**config.mk**
```make
export PLATFORM = sky130hd
export DESIGN_NAME = seq_restoring_divider_flat
export DESIGN_NICKNAME = d
export VERILOG_FILES = /design/src/rtl/div_pkg.sv /design/src/rtl/seq_restoring_divider_if.sv /design/src/rtl/seq_restoring_divider_divisor_approx.sv /design/src/rtl/seq_restoring_divider.sv /design/src/flat_wrapper.sv
export SDC_FILE = /design/constraint.sdc
export NUM_CORES = 1
export LEC_CHECK = 0
export CORE_MARGIN = 2
export CORE_UTILIZATION = 40
export DETAILED_ROUTE_END_ITERATION = 8
export GPL_ROUTABILITY_DRIVEN = 0
export MAX_ROUTING_LAYER = met4
export PLACE_DENSITY_LB_ADDON = 0.3
export SYNTH_ARGS = -nofsm -noshare
export SYNTH_HDL_FRONTEND = slang
export SYNTH_SLANG_ARGS = --single-unit
```
**constraint.sdc**
```tcl
create_clock -name clk -period 7.6 [get_ports clk]
set_input_delay 1.14 -clock clk [delete_from_list [all_inputs] [get_ports clk]]
set_output_delay 1.14 -clock clk [all_outputs]
set_load 0.1 [all_outputs]
```
**src/rtl/div_pkg.sv**
```systemverilog
// Shared definitions for the sequential divider family: default width, state
// encoding and the popcount-majority operand approximation.
package div_pkg;

  localparam int DIV_N_DEFAULT = 18;
  localparam int APPROX_MAX_W  = 64;

  localparam logic [1:0] ST_IDLE = 2'd0;
  localparam logic [1:0] ST_RUN  = 2'd1;
  localparam logic [1:0] ST_DONE = 2'd2;

  typedef enum logic [1:0] {
    IDLE = ST_IDLE,
    RUN  = ST_RUN,
    DONE = ST_DONE
  } state_t;

  // Majority of the m low bits: the value that replaces bit m-1 when those
  // m bits are collapsed into a single rounded bit.
  function automatic logic majority_bit(input logic [APPROX_MAX_W-1:0] value, input int m);
    int s;
    s = 0;
    for (int i = 0; i < APPROX_MAX_W; i++) begin
      if (i < m && value[i]) s++;
    end
    return (s > m / 2);
  endfunction

endpackage

```
**src/rtl/seq_restoring_divider_if.sv**
```systemverilog
// Request/response bundle for seq_restoring_divider: operands plus start in,
// busy/done handshake, results and error flags out.
interface seq_restoring_divider_if #(
  parameter int N = div_pkg::DIV_N_DEFAULT
);
  logic           start;
  logic [2*N-1:0] dividend;
  logic [N-1:0]   divisor;
  logic           busy;
  logic           done;
  logic [N-1:0]   quotient;
  logic [N-1:0]   remainder;
  logic           div_by_zero;
  logic           overflow;

  modport master (
    output start, dividend, divisor,
    input  busy, done, quotient, remainder, div_by_zero, overflow
  );

  modport slave (
    input  start, dividend, divisor,
    output busy, done, quotient, remainder, div_by_zero, overflow
  );
endinterface

```
**src/rtl/seq_restoring_divider_divisor_approx.sv**
```systemverilog
// Effective divisor: the APPROX_M low bits collapse into one majority-rounded
// bit at position APPROX_M-1; APPROX_M=0 passes the divisor through.
module divisor_approx
  import div_pkg::*;
#(
  parameter int N        = DIV_N_DEFAULT,
  parameter int APPROX_M = 0
) (
  input  logic [N-1:0] divisor,
  output logic [N-1:0] d
);

  generate
    if (APPROX_M == 0) begin : g_exact
      assign d = divisor;
    end else begin : g_approx
      logic maj;
      assign maj = majority_bit(APPROX_MAX_W'(divisor), APPROX_M);
      for (genvar gi = 0; gi < N; gi++) begin : g_bit
        if (gi < APPROX_M - 1) begin : g_zero
          assign d[gi] = 1'b0;
        end else if (gi == APPROX_M - 1) begin : g_round
          assign d[gi] = maj;
        end else begin : g_keep
          assign d[gi] = divisor[gi];
        end
      end
    end
  endgenerate

endmodule

```
**src/rtl/seq_restoring_divider.sv**
```systemverilog
// Radix-2 restoring divider: 2N-bit dividend / N-bit divisor, one quotient bit
// per cycle, start/busy/done handshake, registered results and error flags.
module seq_restoring_divider
  import div_pkg::*;
#(
  parameter int N        = DIV_N_DEFAULT,
  parameter int APPROX_M = 0
) (
  input  logic                    clk,
  input  logic                    rst,
  seq_restoring_divider_if.slave  bus
);

  localparam int CW = $clog2(N + 1);

  logic [N-1:0] d_eff;

  divisor_approx #(
    .N        (N),
    .APPROX_M (APPROX_M)
  ) u_divisor_approx (
    .divisor (bus.divisor),
    .d       (d_eff)
  );

  state_t         state_reg;
  logic [N-1:0]   r_reg;      // partial remainder; always < D so N bits suffice
  logic [N-1:0]   lo_reg;     // dividend bits shift out, quotient bits shift in
  logic [N-1:0]   d_reg;
  logic [CW-1:0]  count_reg;
  logic           busy_reg;
  logic           done_reg;
  logic [N-1:0]   quotient_reg;
  logic [N-1:0]   remainder_reg;
  logic           dbz_reg;
  logic           ovf_reg;

  logic [N:0]     shifted;
  logic [N:0]     trial;
  logic           fits;
  logic [N-1:0]   r_next;
  logic [N-1:0]   lo_next;

  // Borrow out of the N+1-bit trial subtraction is the sign of T.
  always_comb begin
    shifted = {r_reg, lo_reg[N-1]};
    trial   = shifted - {1'b0, d_reg};
    fits    = ~trial[N];
    r_next  = fits ? trial[N-1:0] : shifted[N-1:0];
    lo_next = {lo_reg[N-2:0], fits};
  end

  always_ff @(posedge clk) begin
    if (rst) begin
      state_reg     <= IDLE;
      r_reg         <= '0;
      lo_reg        <= '0;
      d_reg         <= '0;
      count_reg     <= '0;
      busy_reg      <= 1'b0;
      done_reg      <= 1'b0;
      quotient_reg  <= '0;
      remainder_reg <= '0;
      dbz_reg       <= 1'b0;
      ovf_reg       <= 1'b0;
    end else begin
      case (state_reg)
        IDLE: begin
          done_reg <= 1'b0;
          if (bus.start) begin
            d_reg   <= d_eff;
            dbz_reg <= 1'b0;
            ovf_reg <= 1'b0;
            if (d_eff == '0 || bus.dividend[2*N-1:N] >= d_eff) begin
              // Quotient would not fit in N bits: saturate and finish at once.
              state_reg     <= DONE;
              done_reg      <= 1'b1;
              dbz_reg       <= (d_eff == '0);
              ovf_reg       <= (d_eff != '0);
              quotient_reg  <= '1;
              remainder_reg <= bus.dividend[N-1:0];
            end else begin
              state_reg <= RUN;
              busy_reg  <= 1'b1;
              r_reg     <= bus.dividend[2*N-1:N];
              lo_reg    <= bus.dividend[N-1:0];
              count_reg <= CW'(N);
            end
          end
        end
        RUN: begin
          r_reg     <= r_next;
          lo_reg    <= lo_next;
          count_reg <= count_reg - 1'b1;
          if (count_reg == CW'(1)) begin
            state_reg     <= DONE;
            busy_reg      <= 1'b0;
            done_reg      <= 1'b1;
            quotient_reg  <= lo_next;
            remainder_reg <= r_next;
          end
        end
        DONE: begin
          done_reg  <= 1'b0;
          state_reg <= IDLE;
        end
        default: begin
          state_reg <= IDLE;
          busy_reg  <= 1'b0;
          done_reg  <= 1'b0;
        end
      endcase
    end
  end

  assign bus.busy        = busy_reg;
  assign bus.done        = done_reg;
  assign bus.quotient    = quotient_reg;
  assign bus.remainder   = remainder_reg;
  assign bus.div_by_zero = dbz_reg;
  assign bus.overflow    = ovf_reg;

endmodule

```
**src/flat_wrapper.sv**
```systemverilog
// flat-port wrapper written by rule: the top's interface ports become plain ports
module seq_restoring_divider_flat import div_pkg::*;
#(
  parameter int N        = DIV_N_DEFAULT,
  parameter int APPROX_M = 0
)
  (clk, rst, bus_start, bus_dividend, bus_divisor, bus_busy, bus_done, bus_quotient, bus_remainder, bus_div_by_zero, bus_overflow);
  seq_restoring_divider_if #(.N(N)) bus_i ();
  input  logic clk;
  input  logic rst;
  input wire logic [$bits(bus_i.start)-1:0] bus_start;
  input wire logic [$bits(bus_i.dividend)-1:0] bus_dividend;
  input wire logic [$bits(bus_i.divisor)-1:0] bus_divisor;
  output wire logic [$bits(bus_i.busy)-1:0] bus_busy;
  output wire logic [$bits(bus_i.done)-1:0] bus_done;
  output wire logic [$bits(bus_i.quotient)-1:0] bus_quotient;
  output wire logic [$bits(bus_i.remainder)-1:0] bus_remainder;
  output wire logic [$bits(bus_i.div_by_zero)-1:0] bus_div_by_zero;
  output wire logic [$bits(bus_i.overflow)-1:0] bus_overflow;
  assign bus_i.start = bus_start;
  assign bus_i.dividend = bus_dividend;
  assign bus_i.divisor = bus_divisor;
  assign bus_busy = bus_i.busy;
  assign bus_done = bus_i.done;
  assign bus_quotient = bus_i.quotient;
  assign bus_remainder = bus_i.remainder;
  assign bus_div_by_zero = bus_i.div_by_zero;
  assign bus_overflow = bus_i.overflow;
  seq_restoring_divider #(.N(N), .APPROX_M(APPROX_M)) u_core (.clk(clk), .rst(rst), .bus(bus_i));
endmodule
```
==> summary.md, run 1 <==
| Metric | Value |
|---|---|
| Post-synthesis sequential area ratio | `0.356` |
| Core ar. | `around 14000 sq um` |
| Relative slew slack | `0.237` |
| Std cell rows | `43` |
| #FFs+latches synth | `101` |
| Crit Reg-Reg Startpoint | `u_core.lo_reg[17]` |
| GRT Total Usage | `0.232` |
| Htree depth | `3` |
| Sequential Area | `2020 sq um` |
| Die Width | `~120 um` |
| Number of library cell types mapped by synthesis | `60` |
| Switch Pwr | `0.797 mW` |
| Run status | `finished clean` |
| Clk slew on worst S/H paths | `~0.070 ns` |
| Pwr per Cell Area | `around 270 nW/um^2` |
| Asr flop ratio synth | `0` |
| WS Path Type | `in -> reg` |
| Pleak | `2.72 nW` |
| Clk pwr share | `0.233` |
| Reg2Reg Setup Slack | `approximately 4 ns` |
| Final worst path period need | `just over 4 ns` |
| Nets@finish | `893` |
| Fin Setup TNS | `0 ns` |
| Critical path required time | `between 7 and 8 ns` |
| Critical Path Most Common Cell | `o21ai_0` |
| Slew Viols, Final | `0` |
| N_diodes | `0` |
| Sw Share | `0.417` |
| Initial antenna violation count | `0` |
| Synthesized Nets | `around 830` |
| Synth Cell Area | `roughly 5700 sq um` |
| Post-Syn Area per Cell | `7.77 sq um` |
| DRC | `0` |
| Hold endpoint | `u_core.d_reg[2]` |
| Worst Hold Depth | `2` |
| Chip height | `around 120 um` |
| Clk_skew | `between 0.007 and 0.008 ns` |
| CP max FO | `35` |
| Multi-input logic area | `between 3000 and 4000 sq um` |
| Die area | `15200 sq um` |
| CP delay by family, top | `compound AO/OA/AOI/OAI gates` |
| Post-Place Setup Slack | `3.14 ns` |
| Peak supply drop | `0.125 mV` |
| DR iter-0 viols | `400` |
| Fin area | `roughly 7000 sq um` |
| Worst hold-check path type | `reg -> reg` |
| Int Power | `roughly 1.1 mW` |
| Clock Latency Late Sink | `~0.36 ns` |
| Unrepaired setup endpoints after global routing | `false` |
| FMAX | `about 0.24 GHz` |
| Combinational Power Share | `0.433` |
| Area Growth Syn to Fin | `23.1%` |
| Register share of total power | `0.334` |
| Period utilization | `0.543` |
| Primary FF master, synth | `dfxtp_1` |
| Final Util | `0.504` |
| CTS tree | `yes` |
| Port bufs | `between 90 and 100` |
| Number of vias per cell | `about 5.7` |
| Crit path cell chain | `clkdlybuf4s50_1 -> inv_1 -> ha_1 -> a21oi_1 -> o21a_1 -> o311ai_0 -> o21ai_0 -> nand3_1 -> a22o_1 -> o21ai_0 -> a31oi_1` |
| Post-Place Cell Area | `between 6000 and 7000 sq um` |
| TritonCTS Buffers | `9` |
| Io pins | `97` |
| CP Capture Type | `register` |
| Post-synth EDFFs | `0` |
| Starting Density | `0.409` |
| Largest net degree at the start of global routing | `75` |
| Hold buffer count at CTS | `0` |
| Cells after synthesis | `731` |
| Routed Antenna Nets | `0` |
| CTS root buf | `clkbuf_16` |
| Ys Warns | `0` |
| Final Power | `between 1.5 and 2 mW` |
| Worst reg2reg endpoint | `u_core.r_reg[10]` |
| Post-DP HPWL | `about 12000 um` |
| CTS Sinks | `between 100 and 150` |
| Routed Wire Length | `between 15000 and 20000 um` |
| Final worst slack | `around 3.5 ns` |
| CP max stage delay | `~0.66 ns` |
| Reg2Reg Depth | `11` |
| Startpoint Class | `primary input` |
| Final hold vios | `0` |
| CTS Buffer Depth | `2` |
| Pre-antenna DRT Iters | `5` |
| Setup repair bufs after CTS | `0` |
| Tightest Pin Transition | `1.14 ns` |
| Vias in the first global route | `approximately 5300` |
| CP Data Arrival Time | `between 4 and 5 ns` |
| Hold Startpoint | `u_core.d_reg[2]` |
| Overflow after GRT | `0` |
| # fillers | `1361` |
| Layout cell share with drive strength beyond 1 | `0.0486` |
| Final setup fails | `0` |
| First-pass GRT wire length | `about 27000 um` |
| Post-DR wirelength/cell | `between 15 and 20 um` |
| Max-Cap Viols | `0` |
| Resize count post-CTS | `0` |
| Worst path slowest cell | `a22o_1` |
| Total number of vias | `roughly 5600` |
| Critical path buffers and inverters | `2` |
## cell usage after synthesis (all sizes together) (3+ instances only)
library cell	instances	area share
mux2i	3	0.0053
nand2b	9	0.0099
a21oi	51	0.048
clkbuf	32	0.021
nand3	21	0.019
o21a	7	0.0092
a211oi	8	0.011
a32o	3	0.0053
nand2	103	0.068
o31ai	12	0.016
a22o	3	0.0046
nor4	9	0.0099
dfxtp	101	0.36
and2	4	0.0046
nand4	6	0.0066
a21o	8	0.011
a311oi	20	0.031
and3	3	0.0033
mux2	5	0.0099
a22oi	8	0.011
xor2	6	0.0092
nor2b	3	0.0033
ha	38	0.084
xnor2	8	0.012
inv	46	0.030
nor3	43	0.038
nor2	70	0.046
a31oi	12	0.013
buf	16	0.018
o211ai	6	0.0079
o21ai	39	0.034
## cell usage in the layout (no fill, tap or decap), drive strengths merged, types with 21 or more instances in the layout
cell type      synthesis  routed
nor2                  70      70
nor3                  43      43
dfxtp                101     101
ha                    38      38
o21ai                 39      39
clkdlybuf4s50          0      95
nand2                103     103
inv                   46      48
nand3                 21      21
a21oi                 51      51
## kinds of logic after synthesis
kind of cell	share of synthesized area
flip-flops	0.356
multiplexers	0.0152
AND/OR/NAND/NOR	0.220
adder cells (fa/ha/maj)	0.0872
XOR/XNOR	0.0216
AO/OA/AOI/OAI	0.231
buffers and inverters	0.0696
## through the flow
stage          hold WS (ns)  instances
2_1_floorplan         0.436        731
3_3_place_gp          0.443        966
3_5_place_dp          0.448        966
4_1_cts               0.457        982
5_1_grt               0.473        982
6_report              0.454        982
## tightest hold or removal path: cells and delay by family, from the launching register on
kind	cells	cell delay, ns
flip-flops	1	0.31
AO/OA/AOI/OAI	1	0.05
AND/OR/NAND/NOR	1	0.05
## routing by layer
metal | global-route usage | vias up | part of all wire
met4 | 0.0980 | 0 | 0.026
met5 | - | - | 0
met1 | 0.291 | 2651 | 0.45
met3 | 0.0272 | 30 | 0.045
li1 | - | 2735 | -
met2 | 0.379 | 179 | 0.48
## how the worst max path moves through the flow
stage                    start  cells after the start                        to  slack (ns)
4_1_cts        bus_divisor[11]                     11   u_core.bus.remainder[2]        3.51
3_5_place_dp   bus_divisor[11]                     11  u_core.bus.remainder[16]        3.14
3_3_place_gp   bus_divisor[15]                      8    u_core.bus.quotient[0]        3.19
6_report       bus_divisor[11]                     11  u_core.bus.remainder[16]        3.47
5_1_grt         bus_divisor[3]                     11   u_core.bus.remainder[4]        3.15
2_1_floorplan   bus_divisor[3]                     12  u_core.bus.remainder[10]        4.27
## cell type report
cell class,count,area share
clock buffers,12,0.0352
clock inverters,4,0.00447
inverters,46,0.0247
multi-input cells,536,0.470
flip-flops and latches,101,0.289
well taps,180,0.0322
repair buffers,103,0.144
## power groups by stage
stage	Combinational (mW)	Sequential, mW	Clock, mW
floorplan	0.483	0.791	0
CTS	0.821	0.638	0.453
global route	0.895	0.646	0.474
global placement	0.802	0.647	0
detailed placement	0.816	0.649	0
finish	0.829	0.638	0.447
Power figures use the tool's default switching activity.
==> run 2: changes to the inputs <==
==> constraint.sdc (replaced) <==
create_clock -name clk -period 3.6 [get_ports clk]
set_input_delay 0.54 -clock clk [delete_from_list [all_inputs] [get_ports clk]]
set_output_delay 0.54 -clock clk [all_outputs]
set_load 0.1 [all_outputs]
==> run 2 against run 1 <==
Critical path depth is the same; non-clock buffer count increased by 9; utilization increased by 0.79 points; combinational power increased by 110%; register-to-register slack got worse by 3.6 ns; via count increased by 1.6%; clock skew fell by 0.00067 ns; wire length rose by 2.5%; worst setup slack worse by 3.0 ns; final cell count increased by 0.81%; sequential power up 110%; die area is the same.
==> summary.md, run 2 (same netlist as run 1, synthesis figures left out) <==
| Metric | Value |
|---|---|
| Resize count post-CTS | `0 (unchanged)` |
| Int Power | `2.47 mW (was 1.12 mW)` |
| WP depth | `11 (unchanged)` |
| Overflow after GRT | `0 (unchanged)` |
| CP delay by family, top | `compound AO/OA/AOI/OAI gates (unchanged)` |
| Final Util | `0.512 (was 0.504)` |
| Hold buffer count at CTS | `0 (unchanged)` |
| Pwr per Cell Area | `585 nW/um^2 (was 274 nW/um^2)` |
| FMAX | `around 0.32 GHz` |
| Nets@finish | `902 (was 893)` |
| Post-DP HPWL | `12700 um (was 12200 um)` |
| Clock Latency Late Sink | `0.35 ns (was 0.36 ns)` |
| TritonCTS Buffers | `9 (unchanged)` |
| Chip height | `123 um (unchanged)` |
| Setup repair bufs after CTS | `0 (unchanged)` |
| Switch Pwr | `1.69 mW (was 0.797 mW)` |
| Pleak | `2.79 nW (was 2.72 nW)` |
| GRT Total Usage | `0.238 (was 0.232)` |
| Slew Viols, Final | `0 (unchanged)` |
| Die Width | `123 um (unchanged)` |
| Critical path required time | `3.83 ns (was 7.79 ns)` |
| Final setup fails | `0 (unchanged)` |
| Io pins | `97 (unchanged)` |
| Hold Startpoint | `u_core.bus.overflow (was u_core.d_reg[2])` |
| DRC | `0 (unchanged)` |
| Worst Hold Depth | `2 (unchanged)` |
| Leading cell type in the layout, fill and taps excluded | `nand2_1 (unchanged)` |
| Port bufs | `96 (unchanged)` |
| Core ar. | `13900 sq um (unchanged)` |
| Startpoint Class | `register (was primary input)` |
| DR WL met3 | `834 um (was 748 um)` |
| WS Path Type | `reg -> reg (was in -> reg)` |
| Vias in the first global route | `5554 (was 5309)` |
| Fin Setup TNS | `0 ns (unchanged)` |
| CTS tree | `yes (unchanged)` |
| Run status | `finished clean (unchanged)` |
| Initial antenna violation count | `0 (unchanged)` |
| Crit path cell chain | `inv_1 -> ha_1 -> fa_1 -> nand2b_1 -> a21oi_1 -> o22a_1 -> o2111ai_1 -> nand3_2 -> a211oi_1 -> buf_4 -> o41ai_1 (was clkdlybuf4s50_1 -> inv_1 -> ha_1 -> a21oi_1 -> o21a_1 -> o311ai_0 -> o21ai_0 -> nand3_1 -> a22o_1 -> o21ai_0 -> a31oi_1)` |
| Max-Cap Viols | `0 (unchanged)` |
| Final hold vios | `0 (unchanged)` |
| Met1 wire length | `7430 um (was 7580 um)` |
| Tightest Pin Transition | `1.03 ns (was 1.14 ns)` |
| CTS Sinks | `101 (unchanged)` |
| Register share of total power | `0.325 (was 0.334)` |
| Unrepaired setup endpoints after global routing | `false (unchanged)` |
| Most frequent cells in the layout | `103 x nand2_1, 101 x dfxtp_1, 95 x clkdlybuf4s50_1 (unchanged)` |
| Relative slew slack | `0.313 (was 0.237)` |
| Total number of vias | `5686 (was 5595)` |
| Area Growth Syn to Fin | `25.0% (was 23.1%)` |
| CTS root buf | `clkbuf_16 (unchanged)` |
| Htree depth | `3 (unchanged)` |
| Number of vias per cell | `5.74 (was 5.70)` |
| Routed Wire Length | `17200 um (was 16800 um)` |
| CP Data Arrival Time | `3.34 ns (was 4.32 ns)` |
| Peak supply drop | `0.247 mV (was 0.125 mV)` |
| # fillers | `1321 (was 1361)` |
| DR top layer | `met4 (unchanged)` |
| Combinational Power Share | `0.428 (was 0.433)` |
| CP max stage delay | `0.42 ns (was 0.66 ns)` |
| Std cell rows | `43 (unchanged)` |
| Sw Share | `0.407 (was 0.417)` |
| Crit Reg-Reg Startpoint | `u_core.lo_reg[17] (unchanged)` |
| Clk pwr share | `0.247 (was 0.233)` |
| First-pass GRT wire length | `27600 um (was 26800 um)` |
| Clk_skew | `0.00682 ns (was 0.00748 ns)` |
| Reg2Reg Depth | `11 (unchanged)` |
| Routed Antenna Nets | `0 (unchanged)` |
| Worst path slowest cell | `fa_1 (was a22o_1)` |
| CP max FO | `19 (was 35)` |
| Clk slew on worst S/H paths | `0.07 ns (about the same)` |
| N_diodes | `0 (unchanged)` |
| Period utilization | `0.865` |
| DR iter-0 viols | `504 (was 400)` |
| CTS Buffer Depth | `2 (unchanged)` |
| Final worst path period need | `around 3.1 ns` |
| Metal2 WL | `8460 um (was 8050 um)` |
| Reg2Reg Setup Slack | `0.49 ns (was 4.09 ns)` |
| Layout cell share with drive strength beyond 1 | `0.0605 (was 0.0486)` |
| Worst hold-check path type | `reg -> reg (unchanged)` |
| Setup crit start | `u_core.lo_reg[17] (was bus_divisor[11])` |
| Post-DR wirelength/cell | `17.4 um (was 17.1 um)` |
| Starting Density | `0.409 (unchanged)` |
| Largest net degree at the start of global routing | `74 (was 75)` |
| CP Capture Type | `register (unchanged)` |
| Critical path buffers and inverters | `2 (unchanged)` |
| Die area | `15200 sq um (unchanged)` |
| Pre-antenna DRT Iters | `5 (unchanged)` |
run 2: metal layers:
metal	GRT usage	up-vias
met4	0.0930	0
met3	0.0323	40
met5	-	-
met1	0.289	2695
li1	-	2754
met2	0.399	197
run 2: power groups by stage:
| stage | Clock [mW] | Sequential [mW] | Combinational, mW |
|---|---|---|---|
| 5_1_grt | 1.07 | 1.37 | 1.94 |
| 2_1_floorplan | 0 | 1.67 | 1.02 |
| 4_1_cts | 1.03 | 1.35 | 1.76 |
| 6_report | 1.03 | 1.35 | 1.78 |
| 3_3_place_gp | 0 | 1.37 | 1.72 |
| 3_5_place_dp | 0 | 1.38 | 1.75 |
run 2: stage by stage:
stage / instances / cell area [sq um] / power (mW) / hold WS (ns) / worst slack (ns)
after floorplan: 731 / 5680 / 2.69 / 0.436 / 0.875
after global placement: 975 / 6800 / 3.09 / 0.442 / 0.230
after detailed placement: 975 / 6800 / 3.13 / 0.445 / 0.271
after CTS: 990 / 7100 / 4.14 / 0.455 / 0.564
after global routing: 990 / 7100 / 4.38 / 0.488 / 0.318
final: 990 / 7100 / 4.16 / 0.454 / 0.487
run 2: final timing paths:
| path | end |
|---|---|
| worst max-delay path | u_core.r_reg[10] |
| worst min-delay path | u_core.bus.overflow |
| worst max register to register | u_core.r_reg[10] |
| worst min register to register | u_core.bus.overflow |
run 2: final cells by class:
class | count | area (sq um) | area share
Clock buffer | 11 | 253 | 0.0356
Inverter | 46 | 173 | 0.0243
Tap cell | 180 | 225 | 0.0317
Multi-Input combinational cell | 536 | 3290 | 0.463
Clock inverter | 4 | 55.1 | 0.00775
Timing Repair Buffer | 112 | 1090 | 0.153
Sequential cell | 101 | 2020 | 0.285
run 2: worst min-delay path, stage by stage (launching register included):
cell,delay [ns]
dfxtp_1,0.31
nand2_1,0.05
a21oi_1,0.05
